**config.mk**
```make
export PLATFORM = sky130hd
export DESIGN_NAME = lsu_pkt_pipe
export DESIGN_NICKNAME = d
export VERILOG_FILES = /design/src/rtl/swerv_types_pkg.sv /design/src/rtl/lsu_pkt_stage.sv /design/src/rtl/lsu_pkt_pipe.sv
export SDC_FILE = /design/constraint.sdc
export NUM_CORES = 1
export LEC_CHECK = 0
export BUFFER_PORTS_ARGS = -buffer_cell sky130_fd_sc_hd__buf_2
export CAP_MARGIN = 20
export CORE_UTILIZATION = 45
export DETAILED_ROUTE_END_ITERATION = 8
export PLACE_DENSITY = 0.66
export SYNTH_ARGS = -nofsm -noshare
export SYNTH_HDL_FRONTEND = slang
export SYNTH_SLANG_ARGS = --single-unit
export TNS_END_PERCENT = 5
```
**constraint.sdc**
```tcl
create_clock -name clk -period 3.4 [get_ports clk]
set_clock_uncertainty 0.15 [all_clocks]
set_input_delay 0.34 -clock clk [delete_from_list [all_inputs] [get_ports clk]]
set_output_delay 0.34 -clock clk [all_outputs]
set_load 0.01 [all_outputs]
```
**src/rtl/swerv_types_pkg.sv**
```systemverilog
// Shared LSU pipeline types: per-stage packet state and pipeline depth.
package swerv_types_pkg;

    // One LSU pipeline stage: valid plus the type bits that ride along with it.
    typedef struct packed {
        logic valid;
        logic store;
        logic dma;
    } lsu_stage_t;

    localparam int LSU_NSTAGES = 5;

    localparam lsu_stage_t LSU_STAGE_BUBBLE = '{valid: 1'b0, store: 1'b0, dma: 1'b0};

    // Type bits are meaningless without valid; force them low so the
    // clock-gating consumer never sees a store/dma bit on an empty stage.
    function automatic lsu_stage_t lsu_stage_clean(input lsu_stage_t s);
        lsu_stage_t r;
        r.valid = s.valid;
        r.store = s.valid & s.store;
        r.dma   = s.valid & s.dma;
        return r;
    endfunction

endpackage

```
**src/rtl/lsu_pkt_stage.sv**
```systemverilog
// One LSU pipeline stage register with kill (highest priority), hold and load.
module lsu_pkt_stage
    import swerv_types_pkg::*;
(
    input  logic       clk,
    input  logic       rst_l,
    input  logic       hold_i,
    input  logic       kill_i,
    input  lsu_stage_t d_i,
    output lsu_stage_t nxt_o,
    output lsu_stage_t q_o
);

    lsu_stage_t stage_q;
    lsu_stage_t stage_d;

    // Next-state selection; kill beats hold so a flush empties frozen stages too.
    always_comb begin
        stage_d = lsu_stage_clean(d_i);
        if (kill_i) begin
            stage_d = LSU_STAGE_BUBBLE;
        end else if (hold_i) begin
            stage_d = stage_q;
        end
    end

    // Stage state register.
    always_ff @(posedge clk or negedge rst_l) begin
        if (!rst_l) begin
            stage_q <= LSU_STAGE_BUBBLE;
        end else begin
            stage_q <= stage_d;
        end
    end

    assign nxt_o = stage_d;
    assign q_o   = stage_q;

endmodule

```
**src/rtl/lsu_pkt_pipe.sv**
```systemverilog
// LSU packet valid/type pipeline dc1..dc5 with entry arbitration, freeze/flush
// handling, occupancy/idle status and a freeze-duration watchdog.
module lsu_pkt_pipe
    import swerv_types_pkg::*;
#(
    parameter int FRZ_CNT_W = 8,
    parameter int FRZ_MAX   = 200
) (
    input  logic                 clk,
    input  logic                 rst_l,
    input  logic                 dec_lsu_valid_d,
    input  logic                 dec_lsu_store_d,
    input  logic                 dma_dccm_req,
    input  logic                 dma_mem_write,
    input  logic                 lsu_freeze_dc3,
    input  logic                 flush_younger,
    output logic                 dma_dccm_grant,
    output logic                 lsu_p_valid,
    output logic                 lsu_p_store,
    output logic                 pkt_dc1_valid,
    output logic                 pkt_dc1_store,
    output logic                 pkt_dc1_dma,
    output logic                 pkt_dc2_valid,
    output logic                 pkt_dc2_store,
    output logic                 pkt_dc2_dma,
    output logic                 pkt_dc3_valid,
    output logic                 pkt_dc3_store,
    output logic                 pkt_dc3_dma,
    output logic                 pkt_dc4_valid,
    output logic                 pkt_dc4_store,
    output logic                 pkt_dc4_dma,
    output logic                 pkt_dc5_valid,
    output logic                 pkt_dc5_store,
    output logic                 pkt_dc5_dma,
    output logic [2:0]           lsu_pipe_occ,
    output logic                 lsu_pipe_idle,
    output logic                 frz_timeout
);

    localparam logic [FRZ_CNT_W-1:0] FRZ_MAX_C = FRZ_CNT_W'(FRZ_MAX);

    logic                          freeze;
    lsu_stage_t                    entry;
    lsu_stage_t [LSU_NSTAGES-1:0]  st_d;
    lsu_stage_t [LSU_NSTAGES-1:0]  st_nxt;
    lsu_stage_t [LSU_NSTAGES-1:0]  st_q;
    logic       [LSU_NSTAGES-1:0]  st_hold;
    logic       [LSU_NSTAGES-1:0]  st_kill;
    logic       [2:0]              occ_d, occ_q;
    logic       [FRZ_CNT_W-1:0]    frz_cnt_d, frz_cnt_q;
    logic                          frz_tmo_d, frz_tmo_q;

    assign freeze = lsu_freeze_dc3;

    // Entry arbitration: decode wins; nothing enters while frozen.
    always_comb begin
        lsu_p_valid    = ~freeze & (dec_lsu_valid_d | dma_dccm_req);
        dma_dccm_grant = ~freeze & ~dec_lsu_valid_d & dma_dccm_req;
        entry.valid    = lsu_p_valid;
        entry.store    = dec_lsu_valid_d ? dec_lsu_store_d : dma_mem_write;
        entry.dma      = ~dec_lsu_valid_d & dma_dccm_req;
        lsu_p_store    = lsu_p_valid & entry.store;
    end

    // Stage wiring: dc1..dc3 hold on freeze, dc4 takes a bubble so the frozen
    // dc3 op is not duplicated, flush kills dc1..dc4 while dc5 still retires dc4.
    always_comb begin
        st_d[0] = entry;
        st_d[1] = st_q[0];
        st_d[2] = st_q[1];
        st_d[3] = freeze ? LSU_STAGE_BUBBLE : st_q[2];
        st_d[4] = st_q[3];
        st_hold = {2'b00, {3{freeze}}};
        st_kill = {1'b0, {4{flush_younger}}};
    end

    for (genvar i = 0; i < LSU_NSTAGES; i++) begin : g_stage
        lsu_pkt_stage u_stage (
            .clk    (clk),
            .rst_l  (rst_l),
            .hold_i (st_hold[i]),
            .kill_i (st_kill[i]),
            .d_i    (st_d[i]),
            .nxt_o  (st_nxt[i]),
            .q_o    (st_q[i])
        );
    end

    // Occupancy is the popcount of next-state valids, so the register tracks the stages.
    always_comb begin
        occ_d = '0;
        for (int i = 0; i < LSU_NSTAGES; i++) begin
            occ_d = occ_d + {2'b00, st_nxt[i].valid};
        end
    end

    // Freeze watchdog: count consecutive frozen cycles, saturate, sticky timeout.
    always_comb begin
        frz_cnt_d = '0;
        if (freeze) begin
            frz_cnt_d = (frz_cnt_q == FRZ_MAX_C) ? frz_cnt_q : frz_cnt_q + FRZ_CNT_W'(1);
        end
        frz_tmo_d = frz_tmo_q | (frz_cnt_d == FRZ_MAX_C);
    end

    // Status registers.
    always_ff @(posedge clk or negedge rst_l) begin
        if (!rst_l) begin
            occ_q     <= '0;
            frz_cnt_q <= '0;
            frz_tmo_q <= 1'b0;
        end else begin
            occ_q     <= occ_d;
            frz_cnt_q <= frz_cnt_d;
            frz_tmo_q <= frz_tmo_d;
        end
    end

    assign lsu_pipe_occ  = occ_q;
    assign lsu_pipe_idle = (occ_q == 3'd0) & ~lsu_p_valid;
    assign frz_timeout   = frz_tmo_q;

    assign pkt_dc1_valid = st_q[0].valid;
    assign pkt_dc1_store = st_q[0].store;
    assign pkt_dc1_dma   = st_q[0].dma;
    assign pkt_dc2_valid = st_q[1].valid;
    assign pkt_dc2_store = st_q[1].store;
    assign pkt_dc2_dma   = st_q[1].dma;
    assign pkt_dc3_valid = st_q[2].valid;
    assign pkt_dc3_store = st_q[2].store;
    assign pkt_dc3_dma   = st_q[2].dma;
    assign pkt_dc4_valid = st_q[3].valid;
    assign pkt_dc4_store = st_q[3].store;
    assign pkt_dc4_dma   = st_q[3].dma;
    assign pkt_dc5_valid = st_q[4].valid;
    assign pkt_dc5_store = st_q[4].store;
    assign pkt_dc5_dma   = st_q[4].dma;

endmodule

```
After elaboration in Yosys (flattened, before gate mapping)
Index checks and enable logic that the tools add are counted.
{"block": "op_classes", "n_mux": 11, "eq_ne": 3, "n_bitwise": 20, "reduce_logical": 1, "n_addsub": 5}
{"operator": "$mux W3", "count": 8}
{"operator": "$eq A8 B8 Y1 const B", "count": 2}
{"operator": "$mux W8", "count": 2}
{"operator": "$and A1 B1 Y1", "count": 15}
{"operator": "$add A8 B1 Y8 const B", "count": 1}
{"operator": "$add A3 B1 Y3", "count": 2}
{"operator": "$add A2 B1 Y3", "count": 1}
{"operator": "$logic_not A3 Y1", "count": 1}
{"operator": "$not A1 Y1", "count": 3}
{"operator": "$add A1 B1 Y2", "count": 1}
{"operator": "$ne A2 B1 Y1 const B", "count": 1}
{"operator": "$or A1 B1 Y1", "count": 2}
{"operator": "$mux W1", "count": 1}
{"block": "totals", "ff_bits": 27}

Logic depth before layout (Yosys ltp)
{"block": "logic_depth", "ltp_word": 9, "mapped_depth": 7, "depth_no_buf": 7}

Modules after synthesis
Synthesis repeated with hierarchy kept, for this count alone.
{"block": "hier_totals", "cells_unflattened": 128, "area_unflattened_um2": 1341.3}
{"module": "lsu_pkt_pipe", "cells_per_inst": 73, "n_inst": 1, "seq_area_each_um2": 300.3, "area_per_inst_um2": 734.5}
{"module": "lsu_pkt_stage", "cells_per_inst": 11, "n_inst": 5, "seq_area_each_um2": 75.1, "area_per_inst_um2": 121.4}

Worst setup path before layout
No wires, ideal clock.
{"block": "synth_path", "path_kind": "in2reg", "startpoint": "input port lsu_freeze_dc3", "endpoint": "register occ_q[1] (netlist: lsu_pipe_occ[1])", "setup_ns": 0.126, "setup_slack_ns": 0.994, "arrival_time_ns": 2.130, "stages": 7, "n_path_buf": 2, "t_required_ns": 3.124, "cell_sequence": "buf_2 > clkbuf_1 > a21oi_1 > nor2_1 > fa_1 > fa_1 > ha_1"}
{"element": "start: declaration", "line": "lsu_pkt_pipe.sv:15", "text": "input logic lsu_freeze_dc3,"}
{"element": "end signal: assignment", "line": "lsu_pkt_pipe.sv:109", "text": "occ_q <= '0;"}
{"element": "end signal: assignment", "line": "lsu_pkt_pipe.sv:113", "text": "occ_q <= occ_d;"}
{"element": "end: declaration", "line": "lsu_pkt_pipe.sv:49", "text": "logic [2:0] occ_d, occ_q;"}

==> impl_metrics.csv <==
group,metric,value,unit
status,status,"completed",
critical_path,worstSetupPathType,"flip-flop to flip-flop",
cells_and_area,fin_cells,173,
grt,grt_max_degree,28,
critical_path,start_kind,"flip-flop",
synthesis,syn-num-nets,125,
routing,drtPass1Iterations,4,
clock_network,clkLatencyLatePin,330,ps
cells_and_area,multi_input_area,537,sq um
routing,dr_total_vias,904,
placement,portBuffers,30,
grt,antenna_found_initial,0,
synthesis,synth_warnings,0,
cells_and_area,n_fill_cell,220,
synthesis,synth_seq_area_share,53.9,%
cells_and_area,register_area,676,sq um
synthesis,synthCells,112,
floorplanning,placementRows,18,
synthesis,syn_area,1250,sq um
min_path,hold_class,"input pin to flip-flop",
sta,rsz0062_at_grt,"false",
clock_network,cts_root_buf,"clkbuf_4",
routing,drt_iter0_markers,10,
sta,worstMarginPinSlew,584,ps
sta,hold_viol_final,0,
clock_network,numCtsBuffers,3,
synthesis,synth_flop_cell,"dfrtp_1",
clock_network,clockBufferDepth,2,
cells_and_area,area_delta_synth_final,16.8,%
critical_path,crit_arrival,2310,ps
clock_network,cts_tree,"done",
routing,drc,0,
sta,fin_tns_setup,0,ps
critical_path,required,3490,ps
sta,max_slew_margin,61.1,%
synthesis,yosys_register_bits,27,
cells_and_area,drive_gt1_share,29.4,%
sta,fmax,0.450,GHz
critical_path,cp_max_fo,4,
placement,dp_cells,168,
clock_network,cts_sinks,27,
floorplanning,io_pins,31,
sta,report.final.setup_viol,0,
synthesis,syn_area_per_cell,11.2,sq um
grt,grt_first_pass_wirelength,3.56,mm
floorplanning,die_w,54.8,um
power,p_leak,0.000751,uW
cells_and_area,diodes,0,
synthesis,synth-async-reset-ratio,100,%
synthesis,synth_edf_count,0,
grt,gr-total-overflow,0,
grt,grt_use_total,17.0,%
power,power.density,367,nW/um^2
critical_path,crit_path_end_kind,"flip-flop",
floorplanning,die_height,54.8,um
job,cap_viol_max_count,0,
cells_and_area,finalNetCount,157,
floorplanning,start_util,49.2,%
clock_network,htreeDepth,1,
grt,grt_pass1_vias,812,
synthesis,synth_cell_types,34,
sta,final.period_utilization,65.4,%
floorplanning,die-area,3000,sq um
power,ir_drop,0.266,mV
routing,antenna_left,0,
sta,period_minus_slack,2220,ps
sta,finalMaxSlewViolations,0,
placement,hpwl,1.74,mm
placement,gp_congestion,0.814,
routing,wl_per_cell,13.3,um
routing,routed_wl,2.29,mm
floorplanning,core,2540,sq um
clock_network,clkTransAtPathRegs,160,ps
cells_and_area,layout_commonest_cell,"buf_2",
cells_and_area,layout_common_cells,"buf_2, dfrtp_1, nor2_1, a21oi_1, and2_1",
routing,vias_per_cell,5.23,
[state kept, by name, indices dropped and copies added (netlist names)]
register	count
g_stage.u_stage.q_o	15
frz_cnt_q	8
lsu_pipe_occ	3
frz_timeout	1
[where the power goes]
part	switching, uW	internal [uW]	leakage [uW]
Combinational	32.6	21.8	0.000371
Sequential	8.53	329	0.000366
Clock	99.5	45.0	0.0000139
[timing repair]
| item | CTS | global route |
|---|---|---|
| setup buffers | 0 | 0 |
| hold endpoints to repair | 27 | 0 |
| gates resized for setup | 0 | 0 |
| hold buffers | 1 | 0 |
[cells by family (layout without fill, tap and decap cells)]
kind of cell	count (synthesis)	count (layout)	synth area share, %
flip-flops	27	27	53.9
buffers and inverters	10	41	3.20
XOR/XNOR	5	5	3.50
multiplexers	2	2	1.60
AND/OR/NAND/NOR	45	45	19.1
adder cells (fa/ha/maj)	5	5	6.19
AO/OA/AOI/OAI	18	18	12.5
[layout make-up]
cell class / count / area share, %
Timing Repair Buffer: 31 / 10.9
Sequential cell: 27 / 46.2
Tap cell: 30 / 2.57
Clock buffer: 3 / 1.54
Inverter: 6 / 1.54
Clock inverter: 1 / 0.513
Multi-Input combinational cell: 75 / 36.7
[layer usage]
metal  global-route usage, %  up-vias  share of wire (%)  wire length, um
met5                       0        -                  0                0
met4                    6.41        0                1.0               23
met3                    2.50        4                3.7               85
met2                    27.3       22                 47             1070
li1                        -      443                  -                -
met1                    22.8      435                 49             1120
[final timing paths]
check                                     startpoint                         to  slack [ps]  depth (start not counted)
setup / recovery           g_stage[0].u_stage.q_o[2]            lsu_pipe_occ[1]        1180                          6
hold / removal                         flush_younger  g_stage[0].u_stage.q_o[1]         130                          2
setup reg to reg           g_stage[0].u_stage.q_o[2]            lsu_pipe_occ[1]        1180                          6
hold reg to reg                          frz_timeout                frz_timeout         330                          2
max in group asynchronous                      rst_l               frz_cnt_q[1]        2340                          2
min in group asynchronous                      rst_l  g_stage[3].u_stage.q_o[2]         370                          2
[cells in the mapped netlist, drive strengths merged (3+ instances only)]
library cell | count | area [sq um]
dfrtp | 27 | 676
nor2 | 17 | 63.8
a21oi | 8 | 40.0
and2 | 6 | 37.5
inv | 6 | 22.5
nor3 | 4 | 25.0
ha | 3 | 37.5
nand2 | 3 | 11.3
nand3 | 3 | 20.0
xor2 | 3 | 26.3
[critical path, cell delays in order (launching register included)]
cell and delay (ps):
dfrtp_1 440, nor2b_1 190, a21oi_1 60, nor2_1 180
fa_1 460, fa_1 380, ha_1 280
[through the flow]
step	total power (uW)	cell area (sq um)	hold slack (ps)	util (%)	setup WS, ps
after floorplan	373	1250	-106	-	994
after CTS	544	1460	120	57.5	1150
after detailed placement	398	1420	233	55.9	923
final	536	1460	131	57.5	1180
after global placement	396	1420	224	55.9	1040
after global routing	564	1460	114	57.5	1040
Note: power is estimated with default switching activity, not from simulation.
